### src/rtl/alu_seq_pkg.sv
// Shared opcodes, sequencer FSM encoding and the buffered command record
// used by the ALU command sequencer.
package alu_seq_pkg;

    localparam logic [1:0] OP_ADD = 2'b00;
    localparam logic [1:0] OP_SUB = 2'b01;
    localparam logic [1:0] OP_MUL = 2'b10;
    localparam logic [1:0] OP_DIV = 2'b11;

    localparam int CMD_W = 34;
    localparam int SETTLE_W = 4;

    typedef enum logic [1:0] {
        ST_IDLE   = 2'd0,
        ST_SETTLE = 2'd1,
        ST_HOLD   = 2'd2
    } state_t;

    typedef struct packed {
        logic [1:0]  sel;
        logic [15:0] a;
        logic [15:0] b;
    } cmd_t;

    function automatic logic is_divz(input cmd_t c);
        return (c.sel == OP_DIV) && (c.b == 16'h0000);
    endfunction

endpackage

### src/rtl/alu_cmd_fifo.sv
// Synchronous command FIFO with separate occupancy count; pointers wrap
// naturally because DEPTH is a power of two.
module alu_cmd_fifo
    import alu_seq_pkg::*;
#(
    parameter int DEPTH = 4,
    parameter int W     = CMD_W
) (
    input  logic                     clk,
    input  logic                     rst,
    input  logic                     push,
    input  logic                     pop,
    input  logic [W-1:0]             wdata,
    output logic [W-1:0]             rdata,
    output logic                     full,
    output logic                     empty,
    output logic [$clog2(DEPTH):0]   count
);

    localparam int AW = $clog2(DEPTH);

    logic [W-1:0]  mem [DEPTH];
    logic [AW-1:0] wr_ptr;
    logic [AW-1:0] rd_ptr;
    logic          do_push;
    logic          do_pop;

    assign full    = (count == (AW+1)'(DEPTH));
    assign empty   = (count == '0);
    assign do_push = push && !full;
    assign do_pop  = pop && !empty;
    assign rdata   = mem[rd_ptr];

    always_ff @(posedge clk) begin
        if (rst) begin
            wr_ptr <= '0;
            rd_ptr <= '0;
            count  <= '0;
        end else begin
            if (do_push) wr_ptr <= wr_ptr + 1'b1;
            if (do_pop)  rd_ptr <= rd_ptr + 1'b1;
            unique case ({do_push, do_pop})
                2'b10:   count <= count + 1'b1;
                2'b01:   count <= count - 1'b1;
                default: count <= count;
            endcase
        end
    end

    // Storage needs no reset: entries are only read once counted.
    always_ff @(posedge clk) begin
        if (do_push) mem[wr_ptr] <= wdata;
    end

endmodule

### src/rtl/alu_op_sequencer.sv
// Buffers ALU commands, drives them one at a time into the external ALU,
// waits the settle time and returns the captured results in order.
module alu_op_sequencer
    import alu_seq_pkg::*;
#(
    parameter int DEPTH      = 4,
    parameter int SETTLE_CYC = 1,
    parameter int CNT_W      = 8
) (
    input  logic             clk,
    input  logic             rst,
    input  logic             cmd_valid,
    output logic             cmd_ready,
    input  logic [1:0]       cmd_sel,
    input  logic [15:0]      cmd_a,
    input  logic [15:0]      cmd_b,
    output logic [15:0]      alu_ina,
    output logic [15:0]      alu_inb,
    output logic [1:0]       alu_sel,
    input  logic [15:0]      alu_out,
    input  logic             alu_overflow,
    output logic             res_valid,
    input  logic             res_ready,
    output logic [15:0]      res_data,
    output logic             res_overflow,
    output logic [1:0]       res_sel,
    output logic             res_divz,
    output logic             busy,
    output logic [CNT_W-1:0] ovf_count
);

    state_t                       state;
    state_t                       next;
    cmd_t                         in_cmd;
    cmd_t                         head;
    logic [CMD_W-1:0]             head_bits;
    logic                         full;
    logic                         empty;
    logic [$clog2(DEPTH):0]       count;
    logic                         push;
    logic                         pop;
    logic                         capture;
    logic                         res_done;
    logic                         divz;
    logic [SETTLE_W-1:0]          settle_cnt;

    assign in_cmd    = '{sel: cmd_sel, a: cmd_a, b: cmd_b};
    assign head      = cmd_t'(head_bits);
    assign cmd_ready = !full;
    assign push      = cmd_valid && cmd_ready;
    assign busy      = (count != '0) || (state != ST_IDLE);

    alu_cmd_fifo #(
        .DEPTH (DEPTH),
        .W     (CMD_W)
    ) u_fifo (
        .clk   (clk),
        .rst   (rst),
        .push  (push),
        .pop   (pop),
        .wdata (in_cmd),
        .rdata (head_bits),
        .full  (full),
        .empty (empty),
        .count (count)
    );

    always_ff @(posedge clk) begin
        if (rst) state <= ST_IDLE;
        else     state <= next;
    end

    always_comb begin
        next = state;
        unique case (state)
            ST_IDLE: begin
                if (!empty) next = ST_SETTLE;
            end
            ST_SETTLE: begin
                if (settle_cnt == '0) next = ST_HOLD;
            end
            ST_HOLD: begin
                if (res_ready) next = empty ? ST_IDLE : ST_SETTLE;
            end
            default: next = ST_IDLE;
        endcase
    end

    // HOLD always has res_valid set, so res_ready alone completes it.
    always_comb begin
        pop      = 1'b0;
        capture  = 1'b0;
        res_done = 1'b0;
        unique case (state)
            ST_IDLE: begin
                pop = !empty;
            end
            ST_SETTLE: begin
                capture = (settle_cnt == '0);
            end
            ST_HOLD: begin
                res_done = res_ready;
                pop      = res_ready && !empty;
            end
            default: ;
        endcase
    end

    always_ff @(posedge clk) begin
        if (rst) begin
            alu_ina    <= '0;
            alu_inb    <= '0;
            alu_sel    <= '0;
            divz       <= 1'b0;
            settle_cnt <= '0;
        end else if (pop) begin
            alu_ina    <= head.a;
            alu_inb    <= head.b;
            alu_sel    <= head.sel;
            divz       <= is_divz(head);
            settle_cnt <= SETTLE_W'(SETTLE_CYC - 1);
        end else if (state == ST_SETTLE && settle_cnt != '0) begin
            settle_cnt <= settle_cnt - 1'b1;
        end
    end

    always_ff @(posedge clk) begin
        if (rst) begin
            res_valid    <= 1'b0;
            res_data     <= '0;
            res_overflow <= 1'b0;
            res_sel      <= '0;
            res_divz     <= 1'b0;
            ovf_count    <= '0;
        end else if (capture) begin
            res_valid    <= 1'b1;
            res_data     <= alu_out;
            res_overflow <= alu_overflow;
            res_sel      <= alu_sel;
            res_divz     <= divz;
            if (alu_overflow && ovf_count != '1)
                ovf_count <= ovf_count + 1'b1;
        end else if (res_done) begin
            res_valid <= 1'b0;
        end
    end

endmodule

### config.mk
export PLATFORM = sky130hd
export DESIGN_NAME = alu_op_sequencer
export DESIGN_NICKNAME = d
export VERILOG_FILES = /design/src/rtl/alu_seq_pkg.sv /design/src/rtl/alu_cmd_fifo.sv /design/src/rtl/alu_op_sequencer.sv
export SDC_FILE = /design/constraint.sdc
export NUM_CORES = 1
export LEC_CHECK = 0
export ABC_AREA = 0
export CORE_ASPECT_RATIO = 0.7
export CORE_UTILIZATION = 40
export CTS_CLUSTER_DIAMETER = 50
export DETAILED_ROUTE_END_ITERATION = 6
export PLACE_DENSITY = 0.7
export SETUP_SLACK_MARGIN = 0.1
export SYNTH_ARGS = -nofsm -noshare
export SYNTH_HDL_FRONTEND = slang
export SYNTH_SLANG_ARGS = --single-unit
### constraint.sdc
create_clock -name clk -period 2.8 [get_ports clk]
set_input_delay 0.56 -clock clk [delete_from_list [all_inputs] [get_ports clk]]
set_output_delay 0.56 -clock clk [all_outputs]
set_load 0.02 [all_outputs]
======== Word-level counts from Yosys, hierarchy flattened ========
Memories as Yosys holds them, arrays and structs flattened. A register that Yosys moved wholly into a read port is not among the register bits.
Index checks and enable logic that the tools add are counted.
storage, ports and cells
  output and inout port bits .............. 65
  bits in writable memories ............... 136
  flip-flop bits (word level) ............. 77
  input port bits ......................... 55
  logic and storage cells ................. 69
  memories ................................ 1
cells by class
  mux-type cells .......................... 15
  reductions and logical operators ........ 22
  equal/unequal tests ..................... 10
  add/subtract/negate cells ............... 6
memory list
  memory      depth  bits a word  rd ports  clocked after Yosys merged registers in  wr ports  line                text
  u_fifo.mem  4      34           1         1                                        1         alu_cmd_fifo.sv:22  logic [W-1:0] mem [DEPTH];
operator list
  cell                                               number
  zero test 16 bit                                   1
  2-to-1 mux 2 bit                                   5
  adder 8 x 1 -> 8 bit (second input constant)       1
  != test 8 bit (second input constant)              1
  logical AND 1 bit                                  7
  2-to-1 mux 1 bit                                   7
  == test 2 bit (second input constant)              3
  != test 2 bit (second input constant)              3
  one-hot mux 2 bit (3 select lines)                 1
  one-hot mux 3 bit (2 select lines)                 1
  nonzero test 2 bit                                 3
  adder 2 x 1 -> 2 bit (second input constant)       2
  == test 2 x 1 -> 1 bit (second input constant)     2
  zero test 4 bit                                    1
  nonzero test 4 bit                                 1
  subtractor 4 x 1 -> 4 bit (second input constant)  1
  adder 3 x 1 -> 3 bit (second input constant)       1
  == test 3 bit (second input constant)              1
  zero test 3 bit                                    1
  AND reduction 3 bit                                1
  nonzero test 3 bit                                 1
  subtractor 3 x 1 -> 3 bit (second input constant)  1
  zero test 1 bit                                    2
  zero test 2 bit                                    1
  other kinds (4)                                    4

======== Logic depth before layout (Yosys ltp) ========
  depth in word-level cells ............... 7
  depth in mapped cells ................... 9
  mapped depth without buffers ............ 8

======== Modules after synthesis ========
A second synthesis with hierarchy kept.
unflattened totals
  cells, all modules ...................... 562
  area, all modules ....................... 8,100.3 µm²
modules (own cells, without submodules)
  module            times used  area each (µm²)  cells an instance  sequential area each (µm²)
  alu_cmd_fifo      1           5,442.7          232                4,264.1
  alu_op_sequencer  1           2,657.5          330                1,401.3

======== Worst setup path before layout ========
OpenSTA, ideal clock, no wires.
  path kind ............................... input port to flip-flop
  start ................................... input res_ready
  end ..................................... register u_fifo.count[2]
  path slack .............................. 449 ps
  buffers on the path ..................... 1
  setup time .............................. 70 ps
  required time ........................... 2,730 ps
  cell stages on the path ................. 9
  arrival time ............................ 2,281 ps
  cell sequence ........................... nor2b_1 > or3_1 > clkinv_1 > clkbuf_1 > ha_1 > fa_1 > xnor2_1 > or3_1 > a21oi_1
on the way
  longest elaborated chain between the ends .. 5
  elaborated cells on any way between the ends .. 7
  those cells by class .................... 2 x eq/ne; 2 x mux; 3 x reduce/logical
ends and longest elaborated chain
  what                                                                             line                     text
  start, declared                                                                  alu_op_sequencer.sv:23   input logic res_ready,
  logical AND 1 bit *                                                              alu_op_sequencer.sv:103  pop = res_ready && !empty;
  one-hot mux 1 bit (2 select lines) *                                             alu_op_sequencer.sv:94   unique case (state)
  logical AND 1 bit *                                                              alu_cmd_fifo.sv:31       assign do_pop = pop && !empty;
  == test 2 x 1 -> 1 bit / == test 2 bit (equally long branches)                   alu_cmd_fifo.sv:42       unique case ({do_push, do_pop})
  one-hot mux 3 bit (2 select lines) / nonzero test 2 bit (equally long branches)  --
  end signal, assigned                                                             alu_cmd_fifo.sv:43       2'b10: count <= count + 1'b1;
  end signal, assigned                                                             alu_cmd_fifo.sv:44       2'b01: count <= count - 1'b1;
  end signal, assigned                                                             alu_cmd_fifo.sv:45       default: count <= count;
  end, declared                                                                    alu_cmd_fifo.sv:17       output logic [$clog2(DEPTH):0] count
Mark *: on every way between the ends. The rest lies on a longest branch, timed or not.
A chain may end at the register's enable or synchronous reset.

======== Worst setup path after layout ========
  start ................................... register u_fifo.count[1]
  end ..................................... output cmd_ready
on the way
  longest elaborated chain between the ends .. 2
ends and longest elaborated chain
  what             line                    text
  == test 3 bit    alu_cmd_fifo.sv:28      assign full = (count == (AW+1)'(DEPTH));
  zero test 1 bit  alu_op_sequencer.sv:49  assign cmd_ready = !full;
  end, declared    alu_op_sequencer.sv:13  output logic cmd_ready,
No other way between the ends.

==> load_flow_metrics.sql <==
INSERT INTO impl_metrics (metric_group, metric, value, unit) VALUES
('setup_path', 'worst-path-max-fanout', '6', ''),
('pwr', 'power_frac_seq', '42.2', '%'),
('synth', 'postSynth.topFlopCell', 'edfxtp_1', ''),
('route', 'drt.antenna.violating_nets', '0', ''),
('setup_path', 'r2r_start', 'u_fifo.count[0]', ''),
('hold_path', 'worstHoldPathType', 'register to register', ''),
('setup_path', 'endpoint_kind', 'output pin', ''),
('pwr', 'switching_share', '30.9', '%'),
('placed_design', 'gp_routability_congestion', '0.783', ''),
('setup_path', 'timing.critical_path.cells', 'or3b_2, clkdlybuf4s50_1', ''),
('synth', 'synth_async_sr_flop_share', '0', '%'),
('sta', 'setup_violations', '0', ''),
('setup_path', 'worstPathBufferInverterCount', '1', ''),
('layout', 'area_growth', '26.7', '%'),
('setup_path', 'worstPathRequired', '2240', 'ps'),
('global_routing', 'grt_antenna_before_repair', '1', ''),
('synth', 'syn_area_per_cell', '14.6', 'sq um'),
('synth', 'synth.cell_area', '8040', 'sq um'),
('pwr', 'power.density_cell_area', '975', 'nW/um^2'),
('synth', 'ys_seq_elements', '215', ''),
('die', 'rows', '42', ''),
('route', 'detail_route.first_pass.iterations', '5', ''),
('die', 'design.portCount', '120', ''),
('setup_path', 'cp-endpoint', 'cmd_ready', ''),
('clock_network', 'ctsResizeCount', '0', ''),
('sta', 'final.setup.tns', '0', 'ps'),
('clock_network', 'clk_transition_reported_paths', '60', 'ps'),
('clock_network', 'post_cts.repair.setup_buffers', '0', ''),
('route', 'route.detailed.vias_per_inst', '5.01', ''),
('route', 'drc_violation_count_after_routing', '0', ''),
('sta', 'timing.max_slew.rel_slack', '35.1', '%'),
('setup_path', 'start_kind', 'register', ''),
('route', 'drt_iter0_drc', '312', ''),
('synth', 'synth-warning-count', '0', ''),
('sta', 'minimum_clock_period', '2530', 'ps'),
('sta', 'timing.final.max_slew_violations', '0', ''),
('pwr', 'cell_int_power', '6.86', 'mW'),
('layout', 'finalCoreUtilization', '52.8', '%'),
('setup_path', 'reg2reg_setup_slack', '540', 'ps'),
('pwr', 'combPwrFrac', '30.4', '%'),
('setup_path', 'cp.depth', '2', ''),
('clock_network', 'clock_network_latency_to_the_later_pin_of_the_worst_skew_pair', '500', 'ps'),
('sta', 'timing.final.hold_violations', '0', ''),
('synth', 'synth-seq-area-share', '70.5', '%'),
('die', 'die-height', '121', 'microns'),
('global_routing', 'number_of_global_route_vias_before_repair', '4830', ''),
('sta', 'final_min_period_over_clock_period', '90.3', '%'),
('setup_path', 'startpoint', 'u_fifo.count[1]', ''),
('sta', 'rsz0062_at_grt', 'false', ''),
('synth', 'synth.lib_cells_used.distinct', '40', ''),
('synth', 'synth_cells', '551', ''),
('die', 'floorplan.initialDensity', '41.7', '%'),
('setup_path', 'worstSetupPathType', 'register to output pin', ''),
('clock_network', 'numCtsBuffers', '22', ''),
('synth', 'synth_top_cells_by_area', 'edfxtp_1 51%, dfxtp_1 20%, mux4_2 7.3%', ''),
('die', 'core_box_area', '19300', 'sq um'),
('outcome', 'outcome', 'completed', ''),
('global_routing', 'globalRouteTotalUtil', '16.0', '%'),
('setup_path', 'worst_r2r_path_depth', '8', ''),
('pwr', 'p_leak', '3.36', 'nW'),
('clock_network', 'cts.htree.levels', '1', ''),
('clock_network', 'tritoncts', 'yes', ''),
('die', 'die_area', '20700', 'sq um'),
('setup_path', 'timing.rr.end', 'u_fifo.count[2]', ''),
('global_routing', 'grt_first_pass_wirelength', '25400', 'microns'),
('pwr', 'power.share.clock', '27.4', '%'),
('setup_path', 'max_stage_delay', '580', 'ps'),
('pwr', 'switching_power', '3.07', 'mW'),
('layout', 'nNetsFinal', '738', ''),
('die', 'die_w', '171', 'microns'),
('setup_path', 'cpLargestDelayFamily', 'buffers and inverters', '');
## worst register-to-register path: stages (launching register included)
cell and delay [ps]:
dfxtp_1 350, nor3_1 330, or3_1 190, clkinv_1 100, ha_1 230, fa_1 390, xnor2_1 150, or3_1 310
a21oi_1 140
## cell usage after synthesis, drive strengths merged, types with 2 or more instances
cell type / number
nand2: 114
ha: 7
edfxtp: 136
buf: 16
inv: 7
xor2: 4
mux2i: 3
o31ai: 4
nor2: 15
nor3: 6
nand3: 6
xnor2: 4
or4: 4
dfxtp: 79
and3: 4
or3: 5
nand3b: 2
o21ai: 5
or3b: 3
nor4: 3
nand4: 2
a21oi: 64
clkbuf: 15
mux4: 34
## power groups by stage
| stage | Combinational, mW | Sequential, mW | Clock [mW] |
|---|---|---|---|
| 3_5_place_dp | 3.06 | 4.27 | 0 |
| 3_3_place_gp | 3.00 | 4.24 | 0 |
| 4_1_cts | 3.07 | 4.20 | 2.78 |
| 5_1_grt | 3.30 | 4.26 | 2.89 |
| 2_1_floorplan | 1.73 | 4.48 | 0 |
| 6_report | 3.02 | 4.19 | 2.72 |
## layer usage
layer	vias up	wire, microns	track usage, %
li1	2281	-	-
met1	2354	7120	21.3
met2	134	7780	26.6
met3	23	1060	4.03
met4	0	273	3.40
met5	-	0	0
## flip-flops by register name, indices dropped and copies added (netlist names), named ones only
| name | cells |
|---|---|
| alu_ina | 16 |
| alu_inb | 16 |
| alu_sel | 2 |
| divz | 1 |
| ovf_count | 8 |
| res_data | 16 |
| res_divz | 1 |
| res_overflow | 1 |
| res_sel | 2 |
| res_valid | 1 |
| settle_cnt | 4 |
| state | 2 |
| u_fifo.count | 3 |
| u_fifo.mem | 136 |
| u_fifo.rd_ptr | 2 |
| u_fifo.wr_ptr | 2 |
## cell type report
class | count | area, sq um
fill | 1607 | 9100
sequential | 215 | 5670
multi-input combinational | 297 | 2170
timing repair buffer | 131 | 1310
clock buffer | 31 | 606
tap | 264 | 330
clock inverter | 9 | 66.3
inverter | 8 | 30.0
antenna | 1 | 2.50
## through the flow
step | power, mW | instance area [sq um] | hold slack [ps] | worst slack (ps) | std cells
final | 9.93 | 10200 | 455 | 271 | 956
after global routing | 10.4 | 10200 | 476 | 222 | 955
after CTS | 10.0 | 10200 | 456 | 255 | 955
after detailed placement | 7.33 | 9510 | 448 | 120 | 915
after global placement | 7.24 | 9510 | 444 | 165 | 915
after floorplan | 6.21 | 8040 | 432 | 449 | 551
## cell families (layout without fill, tap and decap cells)
family | after synthesis | in the layout | share of synthesized area, %
mux | 37 | 37 | 10.3
buf+inv | 39 | 179 | 2.58
simple gates | 169 | 169 | 9.53
xor+xnor | 8 | 8 | 0.872
fa+ha+maj | 8 | 8 | 1.34
compound gates | 75 | 75 | 4.89
flops | 215 | 215 | 70.5
other cells | 0 | 1 | 0
## worst min-delay path by stage
stage                  endpoint         from
finish               alu_ina[1]   alu_ina[1]
global route         alu_ina[8]   alu_ina[8]
CTS                  alu_ina[7]   alu_ina[7]
detailed placement   alu_ina[7]   alu_ina[7]
global placement    res_data[3]  res_data[3]
floorplan              res_divz         divz
## cells in the final DEF (no fill, tap or decap), drive strengths merged, types with 7 or more instances in the layout
cell type / instances
nand2: 114
mux4: 34
buf: 13
clkbuf: 31
nor2: 15
a21oi: 64
edfxtp: 136
clkdlybuf4s50: 118
ha: 7
clkinv: 7
inv: 7
dfxtp: 79
(Power assumes the default switching activity.)
